## src/rtl/ram_fifo.sv

```systemverilog
// Single-clock FIFO over a dual-port RAM array.
// Registered read data, occupancy flags and error pulses.
module ram_fifo #(
  parameter int D_WIDTH  = 8,
  parameter int A_WIDTH  = 5,
  parameter int A_MAX    = 32,
  parameter int AF_LEVEL = 28,
  parameter int AE_LEVEL = 4
) (
  input  logic               clk,
  input  logic               reset_n,
  input  logic               write_enable,
  input  logic [D_WIDTH-1:0] data_write,
  input  logic               read_enable,
  output logic [D_WIDTH-1:0] data_read,
  output logic               read_valid,
  output logic [A_WIDTH:0]   level,
  output logic               full,
  output logic               empty,
  output logic               almost_full,
  output logic               almost_empty,
  output logic               overflow,
  output logic               underflow
);

  localparam logic [A_WIDTH:0] LV_MAX = (A_WIDTH+1)'(A_MAX);
  localparam logic [A_WIDTH:0] LV_AF  = (A_WIDTH+1)'(AF_LEVEL);
  localparam logic [A_WIDTH:0] LV_AE  = (A_WIDTH+1)'(AE_LEVEL);

  logic [D_WIDTH-1:0] mem [A_MAX];
  logic [A_WIDTH-1:0] wr_ptr;
  logic [A_WIDTH-1:0] rd_ptr;
  logic [A_WIDTH:0]   lvl_nxt;
  logic               wr_ok;
  logic               rd_ok;

  // A pop at full frees the slot the push lands in.
  assign rd_ok = read_enable && !empty;
  assign wr_ok = write_enable && (!full || read_enable);

  always_comb begin
    lvl_nxt = level;
    unique case ({wr_ok, rd_ok})
      2'b10:   lvl_nxt = level + 1'b1;
      2'b01:   lvl_nxt = level - 1'b1;
      default: lvl_nxt = level;
    endcase
  end

  always_ff @(posedge clk) begin
    if (wr_ok) mem[wr_ptr] <= data_write;
  end

  always_ff @(posedge clk or negedge reset_n) begin
    if (!reset_n) begin
      wr_ptr       <= '0;
      rd_ptr       <= '0;
      data_read    <= '0;
      read_valid   <= 1'b0;
      level        <= '0;
      full         <= 1'b0;
      empty        <= 1'b1;
      almost_full  <= 1'b0;
      almost_empty <= 1'b1;
      overflow     <= 1'b0;
      underflow    <= 1'b0;
    end else begin
      if (wr_ok) wr_ptr <= wr_ptr + 1'b1;
      if (rd_ok) begin
        data_read <= mem[rd_ptr];
        rd_ptr    <= rd_ptr + 1'b1;
      end
      read_valid   <= rd_ok;
      level        <= lvl_nxt;
      full         <= (lvl_nxt == LV_MAX);
      empty        <= (lvl_nxt == '0);
      almost_full  <= (lvl_nxt >= LV_AF);
      almost_empty <= (lvl_nxt <= LV_AE);
      overflow     <= write_enable && !wr_ok;
      underflow    <= read_enable && !rd_ok;
    end
  end

endmodule

```

## config.mk

```make
export PLATFORM = sky130hd
export DESIGN_NAME = ram_fifo
export DESIGN_NICKNAME = d
export VERILOG_FILES = /design/src/rtl/ram_fifo.sv
export SDC_FILE = /design/constraint.sdc
export NUM_CORES = 1
export LEC_CHECK = 0
export ABC_AREA = 1
export BUFFER_PORTS_ARGS = -buffer_cell sky130_fd_sc_hd__buf_2
export CORE_ASPECT_RATIO = 0.6
export CORE_MARGIN = 5
export CORE_UTILIZATION = 45
export DETAILED_ROUTE_END_ITERATION = 6
export PLACE_DENSITY_LB_ADDON = 0.15
export SLEW_MARGIN = 15
export SYNTH_ARGS = -nofsm -noshare
export SYNTH_HDL_FRONTEND = slang
export SYNTH_SLANG_ARGS = --single-unit
```

## constraint.sdc

```tcl
create_clock -name clk -period 2.7 [get_ports clk]
set_clock_uncertainty 0.1 [all_clocks]
set_input_delay 0.135 -clock clk [delete_from_list [all_inputs] [get_ports clk]]
set_output_delay 0.135 -clock clk [all_outputs]
set_load 0.01 [all_outputs]
```

==> reports/metrics.yaml, run 1 <==
status:
  status: "finished clean"
detailed_routing:
  vias: 7738
  routedWlPerCell_um: 19.6
  wl_um: 28500
  drtIter0Drc: 742
  drc: 0
  ant_nets: 0
  via_per_inst: 5.31
  firstDrtPassIters: 7
sta:
  worst_slew_pin_slew_ns: 0.772
  setup_viol: 0
  grt_setup_unrepaired: "false"
  fmax_ghz: 0.417
  min_period_over_period_pct: 88.8
  hold_violations: 0
  slew_viol_final: 0
  slew_headroom_pct: 48.5
  period_needed_ns: 2.40
  final.setup.tns_ns: 0
final_layout:
  diodes: 0
  final_common_cell: "edfxtp_1"
  final_cell_area_um2: 13400
  nets: 1098
  layout_common_cells: "edfxtp_1, nand2_1, nor2_1"
  areaGrowthSynthToFinish_pct: 13.0
  drive_gt1_share_pct: 10.8
die:
  coreArea_um2: 26100
  dieArea_um2: 29700
  io-pin-count: 33
  fp.dieW_um: 219
  rows: 46
  dieHeight_um: 136
  initial_core_util_pct: 45.3
clocking:
  cts_htree_levels: 1
  clk_pin_slew_ns: 0.07
  postCtsSetupBuffers: 0
  clkLatencyLatePin_ns: 0.54
  cts_inserted_buffers: 27
  clkSinkCount: 287
  cts_resized: 0
  cts_buffer_depth: 3
  cts_tree: "done"
  cts_root_buf: "clkbuf_16"
synthesis:
  netlist_instances: 1018
  yosysWarnings: 0
  synth_cell_type_count: 30
  ys_ff_latch: 287
  synth_area_um2: 11800
  seq_area_frac_synth_pct: 71.6
  synth_nets: 1037
  syn_area_per_cell_um2: 11.6
global_routing:
  gr-total-overflow: 0
  gr-usage-all-layers_pct: 19.4
  grt_pass1_vias: 7352
  grt_pass1_wl_um: 44300
  grt_max_degree: 63
  antenna_found_initial: 0
worst_hold_path:
  hold_class: "in2reg"
setup_path:
  arrival_ns: 2.77
  crit_path_max_fanout: 16
  end_kind: "flip-flop"
  cp-start-kind: "flip-flop"
  path_class: "reg2reg"
  cp.required_ns: 3.08
power_and_ir_drop:
  p_leak_nw: 4.92
  p_per_area_nw_per_um2: 1030
  power_w: 0.0138
  ir_worst_vdd_mv: 0.503
placement:
  dpl_cell_area_um2: 12600
  dp_hpwl_um: 17600
  portBuffers: 32
  gp_congestion: 0.871
run:
  max_cap_violations: 0
-- state kept, by name, summed over array words and instances, names as in the netlist, 5 cells and up --
signal	flops
wr_ptr	5
level	6
rd_ptr	5
mem	256
data_read	8
-- report_power, final --
group	total, W	internal (W)	switching (W)
Clock	0.00339	0.00183	0.00156
Combinational	0.00476	0.00144	0.00332
Sequential	0.00565	0.00529	0.000357
Total	0.0138	0.00855	0.00524
-- layout make-up --
type,instances,area (um^2)
Tap cell,360,450
Multi-Input combinational cell,649,2980
Fill cell,2338,12800
Clock inverter,12,51.3
Inverter,33,126
Clock buffer,35,706
Sequential cell,287,8470
Timing Repair Buffer,81,573
-- through the flow --
stage / setup WS (ns) / hold slack, ns / util, % / cells
2_1_floorplan: 0.361 / -0.261 / - / 1018
3_5_place_dp: 0.338 / 0.149 / 48.1 / 1407
6_report: 0.302 / 0.0571 / 51.1 / 1457
5_1_grt: 0.0263 / 0.0806 / 51.1 / 1457
4_1_cts: 0.312 / 0.0589 / 51.1 / 1457
3_3_place_gp: 0.374 / 0.126 / 48.1 / 1407
-- Yosys cell counts (all sizes together) --
| cell type | number | share of area (%) |
|---|---|---|
| buf | 27 | 1.4 |
| edfxtp | 256 | 65 |
| dfstp | 2 | 0.44 |
| a21oi | 33 | 1.4 |
| dfrtp | 29 | 6.1 |
| clkinv | 1 | 0.032 |
| xnor2 | 2 | 0.15 |
| nand3 | 35 | 1.5 |
| xor2 | 7 | 0.52 |
| ha | 7 | 0.74 |
| a21boi | 32 | 2.0 |
| o21ai | 100 | 4.2 |
| clkbuf | 22 | 0.72 |
| nand4 | 2 | 0.11 |
| nor2 | 141 | 4.6 |
| o22ai | 33 | 1.7 |
| nor3 | 7 | 0.30 |
| nand2 | 250 | 8.0 |
| inv | 32 | 1.0 |
-- critical path: stages (launching register included) --
cell and delay, ns:
dfstp_2 0.39, nor2_4 0.31, ha_1 0.36, nand2_1 0.11, nand2_1 0.11, inv_1 0.05
ha_1 0.26, nand2_1 0.06, o21ai_1 0.08, nor2_1 0.13, nand3_1 0.09, nor2_1 0.10
nand2_1 0.08, nor2_1 0.10
-- final timing paths --
| path | end | depth (start not counted) | start | slack, ns |
|---|---|---|---|---|
| worst max-delay path | full | 13 | empty | 0.30 |
| worst min-delay path | mem[13][5] | 1 | data_write[5] | 0.06 |
| worst max register to register | full | 13 | empty | 0.30 |
| worst min register to register | data_read[0] | 2 | data_read[0] | 0.38 |
| max in group asynchronous | rd_ptr[0] | 2 | reset_n | 1.80 |
| min in group asynchronous | data_read[2] | 2 | reset_n | 0.13 |
-- routing by layer --
layer | part of all wire [%] | up-vias | routed length (um) | GRT usage (%)
met4 | 2.0 | 0 | 580 | 3.94
met5 | 0 | - | 0 | 0
met1 | 51 | 3789 | 14500 | 31.4
met2 | 41 | 224 | 11800 | 27.3
li1 | - | 3680 | - | -
met3 | 5.9 | 45 | 1670 | 3.69
-- repair_timing --
action | CTS | global route
endpoints found under the hold margin | 43 | 0
setup endpoints to repair | 0 | 0
hold buffers | 3 | 0
-- cells by family after synthesis --
group | after synthesis | synth area share [%]
DFF | 287 | 71.6
AOI/OAI and AO/OA | 198 | 9.40
adders and majority gates | 7 | 0.740
and+or+nand+nor | 435 | 14.4
xor gates and xnor gates | 9 | 0.666
buffers and inverters | 82 | 3.19
No activity file was read; power rests on OpenSTA's default activity.
==> run 2: changes to the inputs <==
GPL_TIMING_DRIVEN = 0   (was default)
==> run 2 against run 1 <==
Cell count up 0.27%. Non-clock buffer count rose by 2. Worst setup slack worse by 0.11 ns. Global-route usage increased by 2.0 points. Total power rose by 5.6%. Combinational power increased by 9.2%. Clock-buffer cell count shrank 5. Hold slack improved by 0.010 ns. Final area barely moved. Sequential share of layout area hardly changed. Largest cell class unchanged.
==> reports/metrics.yaml, run 2 (synthesized netlist as in run 1, its figures left out) <==
status:
  status: "finished clean"
run:
  max_cap_violations: 0
power_and_ir_drop:
  p_per_area_nw_per_um2: 1090
  ir_worst_vdd_mv: 0.644
  clkPwrFrac_pct: 25.9
  internal-power_w: 0.00889
  swShare_pct: 39.0
  combPwrFrac_pct: 35.7
  seqPwrFrac_pct: 38.4
  power_w: 0.0146
  p_leak_nw: 4.87
  p_switching_w: 0.00568
sta:
  hold_violations: 0
  period_needed_ns: 2.51
  setup_viol: 0
  fmax_ghz: 0.398
  grt_setup_unrepaired: "true"
  min_period_over_period_pct: 93.0
  slew_viol_final: 0
  worst_slew_pin_slew_ns: 0.893
  slew_headroom_pct: 40.2
detailed_routing:
  via_per_inst: 5.36
  firstDrtPassIters: 5
  routedWlPerCell_um: 21.5
  wl_um: 31500
  ant_nets: 0
  vias: 7838
  drc: 0
  drtIter0Drc: 988
placement:
  gp_congestion: 0.972
  portBuffers: 32
  dp_hpwl_um: 21500
  dpl_cell_area_um2: 12400
global_routing:
  antenna_found_initial: 0
  gr-total-overflow: 0
  grt_pass1_wl_um: 47000
  grt_max_degree: 33
  gr-usage-all-layers_pct: 21.4
  grt_pass1_vias: 7490
die:
  coreArea_um2: 26100
  fp.dieW_um: 219
  dieArea_um2: 29700
  dieHeight_um: 136
  initial_core_util_pct: 45.3
  io-pin-count: 33
  rows: 46
final_layout:
  final_cell_area_um2: 13400
  drive_gt1_share_pct: 10.4
  final_common_cell: "edfxtp_1"
  diodes: 0
  nets: 1100
  largest_reg_flops: 256
  areaGrowthSynthToFinish_pct: 12.9
  fillers: 2422
  layout_common_cells: "edfxtp_1, nand2_1, nor2_1"
  largest-register: "mem"
  top_regs: "mem x256, data_read x8, level x6"
worst_hold_path:
  hold_class: "in2reg"
  whs_path_depth: 1
setup_path:
  path_class: "reg2reg"
  crit_path_max_fanout: 9
  cp.required_ns: 2.76
  cp-start-kind: "flip-flop"
  arrival_ns: 2.57
  reg2reg_depth: 5
  end_kind: "flip-flop"
clocking:
  cts_buffer_depth: 3
  cts_htree_levels: 1
  clkLatencyLatePin_ns: 0.54
  postCtsSetupBuffers: 0
  cts_inserted_buffers: 27
  cts_tree: "done"
  clkSinkCount: 287
  clk_pin_slew_ns: 0.06
  cts_root_buf: "clkbuf_16"
==> run 2: cell count changes in the layout (fill, tap and decap cells not counted), moves of 2 or more <==
| cell | delta |
|---|---|
| buf_12 | -3 |
| buf_2 | +16 |
| buf_4 | -35 |
| buf_6 | +2 |
| bufinv_16 | +3 |
| clkbuf_1 | +14 |
| clkbuf_2 | +2 |
| clkinv_2 | +4 |
| nor3_1 | -3 |
| nor3_2 | +3 |
==> run 2: worst max-delay path: stages, from the launching register on <==
cell	delay (ns)
dfrtp_1	0.42
nand2_1	0.12
nand2_2	0.17
inv_1	0.20
nand2_1	0.37
nor2_1	0.76
==> run 2: repair_timing <==
item | CTS | global route
resized for setup | 0 | 3
endpoints found under the setup margin | 4 | 134
cloned | 0 | 0
endpoints found under the hold margin | 41 | 0
pin swaps | 0 | 1
hold buffers | 3 | 0
==> run 2: area by class of cell <==
class	count	area [um^2]	area share (%)
sequential	287	8470	63.4
multi-input combinational	649	3010	22.5
clock buffer	30	697	5.22
tap	360	450	3.37
buffer	48	248	1.86
timing repair buffer	35	190	1.42
clock inverter	19	166	1.25
inverter	33	126	0.947
==> run 2: layer usage <==
layer	track usage (%)	wire length (um)	vias up
met5	0	0	-
met4	3.00	369	0
met3	5.49	2270	28
met2	29.4	12900	236
met1	34.8	15900	3883
li1	-	-	3691
==> run 2: final timing paths <==
kind | startpoint | end | slack [ns]
worst max-delay path | full | mem[17][4] | 0.19
worst min-delay path | data_write[2] | mem[24][2] | 0.07
worst max register to register | full | mem[17][4] | 0.19
worst min register to register | data_read[3] | data_read[3] | 0.38
max in group asynchronous | reset_n | level[0] | 1.83
min in group asynchronous | reset_n | data_read[6] | 0.15
==> run 2: through the flow <==
step                instances  hold slack, ns  util, %  setup TNS, ns  setup slack (ns)
floorplan                1018          -0.261        -              0             0.361
global placement         1410           0.154     47.6         -0.110           -0.0774
detailed placement       1410           0.163     47.6         -0.400            -0.167
CTS                      1461          0.0751     51.0              0            0.0419
global route             1461          0.0799     51.1        -0.0148           -0.0148
finish                   1461          0.0671     51.1              0             0.188
==> run 2: power by group through the flow <==
stage | Combinational, W | Sequential, W | Clock (W)
after global placement | 0.00508 | 0.00567 | 0
after global routing | 0.00573 | 0.00563 | 0.00403
after detailed placement | 0.00512 | 0.00567 | 0
final | 0.00520 | 0.00560 | 0.00377
after CTS | 0.00513 | 0.00558 | 0.00382
after floorplan | 0.00316 | 0.00563 | 0
==> run 3: changes to the inputs <==
MAX_ROUTING_LAYER = met4   (was default)
clock period = 2.4 ns   (was 2.7 ns; I/O delays follow)
==> run 3 against run 2 <==
Sequential cell count unchanged. Maximum frequency up 5.3%. Non-clock buffer count up 3. Via count up 0.13%. Critical path depth unchanged. Critical path type unchanged. Highest routed layer unchanged.
==> reports/metrics.yaml, run 3 (synthesized netlist as in run 1, its figures left out) <==
setup_path:
  cp-start-kind: "flip-flop"
  cp.required_ns: 2.48
  cpPeakStageDelay_ns: 0.60
  crit_path_max_fanout: 9
  cp_slowest_cell: "nor2_2"
  end_kind: "flip-flop"
  path_class: "reg2reg"
  arrival_ns: 2.47
  path_cells: "nand2_2, nand2_8, inv_1, nand2_1, nor2_2"
global_routing:
  gr-usage-all-layers_pct: 21.9
  antenna_found_initial: 0
  grt_pass1_vias: 7504
  grt_max_degree: 33
  grt_pass1_wl_um: 46800
  gr-total-overflow: 0
run:
  max_cap_violations: 0
sta:
  grt_setup_unrepaired: "true"
  period_needed_ns: 2.39
  worst_slew_pin_slew_ns: 0.894
  hold-worst-slack_ns: 0.0510
  setup_ws_ns: 0.0143
  setup_viol: 0
  hold_violations: 0
  slew_headroom_pct: 40.1
  slew_viol_final: 0
  min_period_over_period_pct: 99.4
  final.setup.tns_ns: 0
  fmax_ghz: 0.419
detailed_routing:
  drtIter0Drc: 846
  drc: 0
  routedWlPerCell_um: 21.5
  wl_um: 31400
  ant_nets: 0
  firstDrtPassIters: 5
  vias: 7848
  via_per_inst: 5.36
die:
  fp.dieW_um: 219
  rows: 46
  coreArea_um2: 26100
  dieArea_um2: 29700
  io-pin-count: 33
  dieHeight_um: 136
  initial_core_util_pct: 45.3
final_layout:
  nets: 1103
  areaGrowthSynthToFinish_pct: 13.8
  largest_reg_flops: 256
  largest-register: "mem"
  fillers: 2345
  final_cell_area_um2: 13500
  final_common_cell: "edfxtp_1"
  layout_common_cells: "edfxtp_1, nand2_1, nor2_1"
  top_regs: "mem x256, data_read x8, level x6"
  drive_gt1_share_pct: 13.4
placement:
  portBuffers: 32
  dp_hpwl_um: 21700
  dpl_cell_area_um2: 12500
  pre_cts_slack_ns: -0.435
  gp_congestion: 0.921
clocking:
  cts_tree: "done"
  cts_htree_levels: 1
  clk_pin_slew_ns: 0.07
  cts_buffer_depth: 3
  cts_inserted_buffers: 27
  cts_root_buf: "clkbuf_16"
  clkLatencyLatePin_ns: 0.55
  clkSinkCount: 287
power_and_ir_drop:
  p_per_area_nw_per_um2: 1220
  ir_worst_vdd_mv: 0.973
  power_w: 0.0164
  p_leak_nw: 4.88
status:
  status: "finished clean"
worst_hold_path:
  hold_class: "in2reg"
[run 3: layout make-up]
class	instances	area, um^2	area share (%)
Clock inverter	18	141	1.05
Antenna cell	1	2.50	0.0186
Clock buffer	30	697	5.18
Inverter	33	126	0.939
Multi-Input combinational cell	649	3110	23.1
Tap cell	360	450	3.35
Buffer	48	250	1.86
Timing Repair Buffer	38	213	1.58
Sequential cell	287	8470	62.9
[run 3: power by group]
part | internal [W] | switching, W | total [W]
combinational | 0.00167 | 0.00425 | 0.00593
clock | 0.00230 | 0.00185 | 0.00415
sequential | 0.00595 | 0.000331 | 0.00628
total | 0.00992 | 0.00644 | 0.0164
[run 3: worst max-delay path: cells and delay by family, from the launching register on]
family,cells,cell delay (ns)
and+or+nand+nor,4,1.32
DFF,1,0.43
buffers and inverters,1,0.16
[run 3: worst paths after layout]
kind	end	startpoint	depth (start not counted)	slack, ns
max	mem[5][6]	full	5	0.01
min	mem[31][2]	data_write[2]	1	0.05
max reg2reg	mem[5][6]	full	5	0.01
min reg2reg	data_read[3]	data_read[3]	2	0.38
max in group asynchronous	level[1]	reset_n	2	1.57
min in group asynchronous	data_read[3]	reset_n	2	0.12
[run 3: timing repair]
item | 4_1_cts | 5_1_grt
hold buffers | 3 | 0
pin swaps | 1 | 3
endpoints found under the setup margin | 216 | 216
gates resized for setup | 26 | 14
buffers inserted | 0 | 2
endpoints found under the hold margin | 45 | 0
[run 3: stage by stage]
stage	std cells	utilization, %
after floorplan	1018	-
after global placement	1410	47.6
after detailed placement	1411	47.7
after CTS	1461	51.2
after global routing	1463	51.5
final	1464	51.5
[run 3: per-layer routing]
metal / share of wire (%) / GRT usage [%] / routed length, um / up-vias
met1: 51 / 35.0 / 15900 / 3896
met4: 1.5 / 3.28 / 466 / 0
met3: 6.7 / 4.18 / 2110 / 35
met2: 41 / 29.4 / 12900 / 222
li1: - / - / - / 3695
met5: 0 / - / 0 / -
